===== src/rtl/mux_rr_arbiter_3bit.sv =====
// Round-robin arbiter and select sequencer for the 4-to-1, 3-bit selector.
// Four requesters (x, y, z, w) share the selector output. Each ownership is
// capped at HOLD_MAX cycles and one dead cycle separates consecutive owners.
// The select lines only move when a new grant is issued, so the selected
// input stays stable through the dead cycle and while idle.
module mux_rr_arbiter_3bit #(
  parameter int HOLD_MAX = 4
) (
  input  logic       clk,
  input  logic       rst_n,
  input  logic [3:0] req,
  output logic [3:0] gnt,
  output logic       s0,
  output logic       s1,
  output logic       busy,
  output logic [1:0] owner
);

  typedef enum logic [1:0] {
    IDLE    = 2'd0,
    GRANT   = 2'd1,
    RELEASE = 2'd2
  } state_t;

  // Counter value on which the current owner's grant expires.
  localparam logic [3:0] HOLD_LAST = 4'(HOLD_MAX - 1);

  state_t     state;
  logic [1:0] last;
  logic [3:0] cnt;
  logic [1:0] sel;

  logic       win_valid;
  logic [1:0] win_idx;
  logic [1:0] cand;
  logic       release_now;

  assign s1 = sel[1];
  assign s0 = sel[0];

  // Rotating priority search starting one past the most recent owner; the
  // loop runs from lowest to highest priority so the best candidate wins last.
  always_comb begin
    win_valid = 1'b0;
    win_idx   = last;
    cand      = last;
    for (int i = 4; i >= 1; i--) begin
      cand = last + 2'(i);
      if (req[cand]) begin
        win_valid = 1'b1;
        win_idx   = cand;
      end
    end
  end

  // Owner gives up the output when it stops requesting or its hold expires.
  always_comb begin
    release_now = (req[owner] == 1'b0) || (cnt == HOLD_LAST);
  end

  // Arbiter FSM with every output held in a register.
  always_ff @(posedge clk or negedge rst_n) begin
    if (!rst_n) begin
      state <= IDLE;
      gnt   <= 4'b0000;
      sel   <= 2'b00;
      busy  <= 1'b0;
      owner <= 2'b00;
      last  <= 2'b11;
      cnt   <= 4'd0;
    end else begin
      case (state)
        IDLE, RELEASE: begin
          if (win_valid) begin
            state <= GRANT;
            owner <= win_idx;
            sel   <= win_idx;
            gnt   <= 4'b0001 << win_idx;
            cnt   <= 4'd0;
            busy  <= 1'b1;
          end else begin
            state <= IDLE;
            gnt   <= 4'b0000;
            busy  <= 1'b0;
          end
        end
        GRANT: begin
          if (release_now) begin
            state <= RELEASE;
            gnt   <= 4'b0000;
            last  <= owner;
            busy  <= 1'b1;
          end else begin
            cnt   <= cnt + 4'd1;
          end
        end
        default: begin
          state <= IDLE;
          gnt   <= 4'b0000;
          busy  <= 1'b0;
        end
      endcase
    end
  end

endmodule

===== config.mk =====
export PLATFORM = sky130hd
export DESIGN_NAME = mux_rr_arbiter_3bit
export DESIGN_NICKNAME = d
export VERILOG_FILES = /design/src/rtl/mux_rr_arbiter_3bit.sv
export SDC_FILE = /design/constraint.sdc
export NUM_CORES = 1
export LEC_CHECK = 0
export BUFFER_PORTS_ARGS = -buffer_cell sky130_fd_sc_hd__buf_2
export CAP_MARGIN = 20
export CORE_UTILIZATION = 45
export CTS_CLUSTER_DIAMETER = 60
export DETAILED_ROUTE_END_ITERATION = 16
export PLACE_DENSITY = 0.72
export SLEW_MARGIN = 20
export SYNTH_ARGS = -nofsm -noshare
export SYNTH_HDL_FRONTEND = slang
export SYNTH_SLANG_ARGS = --single-unit
export TNS_END_PERCENT = 50

===== constraint.sdc =====
create_clock -name clk -period 2.3 [get_ports clk]
set_input_delay 0.345 -clock clk [delete_from_list [all_inputs] [get_ports clk]]
set_output_delay 0.345 -clock clk [all_outputs]
set_load 0.01 [all_outputs]

==> results.sh <==
export IMPL_final_nets=96
export IMPL_cts_setup_buffers=0
export IMPL_cp_end_kind="flop"
export IMPL_rows=14
export IMPL_dieHeight_um=43.0
export IMPL_power_total_uw=1160
export IMPL_vias_per_cell=5.87
export IMPL_first_iter_violations=16
export IMPL_setup_tns_ps=0
export IMPL_r2r_setup_slack_ps=580
export IMPL_reg2reg_depth=4
export IMPL_area_delta_synth_final_pct=14.2
export IMPL_route_antenna_remaining_nets=0
export IMPL_dieArea_sq_mm=0.00185
export IMPL_antenna_cells=0
export IMPL_worstPathRequired_ps=2520
export IMPL_ctsResizeCount=0
export IMPL_outcome="complete, no violations"
export IMPL_grt_max_degree=16
export IMPL_root_buffer="clkbuf_4"
export IMPL_utilization=0.561
export IMPL_timing_critical_path_to="gnt[0]$_DFFE_PN0P_"
export IMPL_synth_edff_count=0
export IMPL_worstPathArrival_ps=1940
export IMPL_synth_top_cells_by_count="dfrtp_1 (13), nand2_1 (10), nand3_1 (7)"
export IMPL_antenna_found_initial=0
export IMPL_r2r_end="gnt[0]$_DFFE_PN0P_"
export IMPL_cp_max_fo=7
export IMPL_num_vias=610
export IMPL_synth_seq_area_share=0.499
export IMPL_die_w_um=43.0
export IMPL_core_sq_mm=0.00154
export IMPL_cp_start_kind="flop"
export IMPL_clkSinkCount=15
export IMPL_synth_area_sq_um=757
export IMPL_cts_made_buffers=3
export IMPL_clock_latency_ps=290
export IMPL_hold_buffers=1
export IMPL_fin_hold_ws_ps=472
export IMPL_r2r_start="last[1]$_DFFE_PN1P_"
export IMPL_synth_warnings=0
export IMPL_wl_per_cell_um=15.3
export IMPL_finalCriticalPeriod_ps=1720
export IMPL_h_tree_depth=1
export IMPL_cts_tree="yes"
export IMPL_async_flop_share=1.00
export IMPL_portBuffers=14
export IMPL_grt_overflow_total=0
export IMPL_peakVddDrop_v=0.000701
export IMPL_p_leak_uw=0.000416
export IMPL_setup_slack_ps=581
export IMPL_yosysMostFrequentCell="dfrtp_1"
export IMPL_path_class="reg -> reg"
export IMPL_setup_violations_final=0
export IMPL_fin_skew_ps=9.73
export IMPL_yosysUniqueCellTypes=29
export IMPL_drc=0
export IMPL_synth_area_leaders="dfrtp_1 (43%), dfstp_2 (6.9%), nand2_1 (5.0%)"
export IMPL_wl_mm=1.60
export IMPL_min_period_over_period=0.748
export IMPL_max_slew_worst_pin_slew_ps=713
export IMPL_clk_path_buf_depth=2
export IMPL_grt_pass1_vias=589
export IMPL_hpwl_mm=1.13
export IMPL_gp_congestion=0.792
export IMPL_synth_seq_cells=15
export IMPL_maxCapViolations=0
export IMPL_start_util=0.491
export IMPL_drv_slew=0
export IMPL_track_usage=0.211
export IMPL_clk_pin_slew_ps=100
export IMPL_relSlewSlack=0.521
export IMPL_synth_top_area_share=0.430
export IMPL_syn_inst=72
export IMPL_ios=15
export IMPL_fmax_mhz=582
export IMPL_crit_start="last[1]$_DFFE_PN1P_"
export IMPL_syn_avg_cell_area_sq_um=10.5
export IMPL_hp_class="in -> async"
export IMPL_synthFlopType="dfrtp_1"
export IMPL_p_per_area_mw_per_mm2=1340
export IMPL_synth_area_leader_cell="dfrtp_1"
export IMPL_drive_gt1_frac=0.273
export IMPL_first_pass_iters=4
export IMPL_synth_fp_nets=79
export IMPL_rsz0062_at_grt="false"
export IMPL_grt_pass1_wl_mm=2.73
export IMPL_place_ws_ps=642
export IMPL_hold_viol_final=0
-- sequential cells by signal (all words and copies together) (netlist names) --
name / cells
sel: 2
state: 2
busy: 1
gnt: 4
last: 2
cnt: 4
-- cells by family (layout without fill, tap and decap cells) --
kind of cell               Yosys count  in the layout  share of synthesized area
AOI/OAI and AO/OA                   19             19                      0.192
adders and majority gates            1              1                     0.0165
buffers and inverters                4             20                     0.0297
DFF                                 15             15                      0.499
muxes                                3              3                     0.0628
and+or+nand+nor                     30             30                      0.200
-- layout by cell type (no fill, tap or decap), drive strengths merged --
master        n
buf          14
dfrtp        13
nand2        10
nand3         7
nor2          4
o21ai         4
clkbuf        4
nand2b        3
nor2b         3
a21oi         3
a21o          2
o31ai         2
dfstp         2
inv           1
a32oi         1
o22a          1
and2          1
a311oi        1
or3b          1
mux4          1
and3          1
a32o          1
a22o          1
a21boi        1
mux2i         1
a211o         1
mux2          1
o211ai        1
ha            1
dlygate4sd3   1
-- routing by layer --
metal / GRT usage / vias to the layer above / share of wire
met4: 0.127 / 0 / 0.011
met3: 0.0511 / 2 / 0.041
met2: 0.330 / 20 / 0.47
li1: - / 295 / -
met5: 0 / - / 0
met1: 0.262 / 293 / 0.47
-- report_power, final --
group / internal (uW) / switching [uW] / total, uW
Combinational: 236 / 285 / 521
Sequential: 384 / 99.6 / 483
Clock: 67.4 / 88.5 / 156
-- worst min-delay path by stage --
stage                  startpoint            endpoint  slack [ps]  depth (start not counted)
3_5_place_dp                rst_n  sel[0]$_DFFE_PN0P_         270                          1
3_3_place_gp                rst_n  sel[0]$_DFFE_PN0P_         260                          1
5_1_grt        gnt[0]$_DFFE_PN0P_  gnt[0]$_DFFE_PN0P_         510                          1
6_report                    rst_n  sel[0]$_DFFE_PN0P_         470                          2
2_1_floorplan               rst_n    busy$_DFFE_PN0P_          50                          0
4_1_cts                     rst_n  sel[0]$_DFFE_PN0P_         490                          2
-- layout make-up --
class,count,area [sq um]
Inverter,1,3.75
Clock buffer,4,26.3
Sequential cell,15,378
Multi-Input combinational cell,53,357
Tap cell,16,20.0
Timing Repair Buffer,15,80.1
Fill cell,141,677
-- worst max-delay path: stages, from the launching register on --
cell and delay, ps:
dfstp_2 610, nand2b_1 160, nor2_1 60, a311oi_1 570, a32o_1 260
-- metrics by stage --
step,cell area (sq um),cells
after global routing,865,104
after floorplan,757,72
after global placement,828,99
after CTS,865,104
final,865,104
after detailed placement,828,99
No activity file was read; power rests on OpenSTA's default activity.
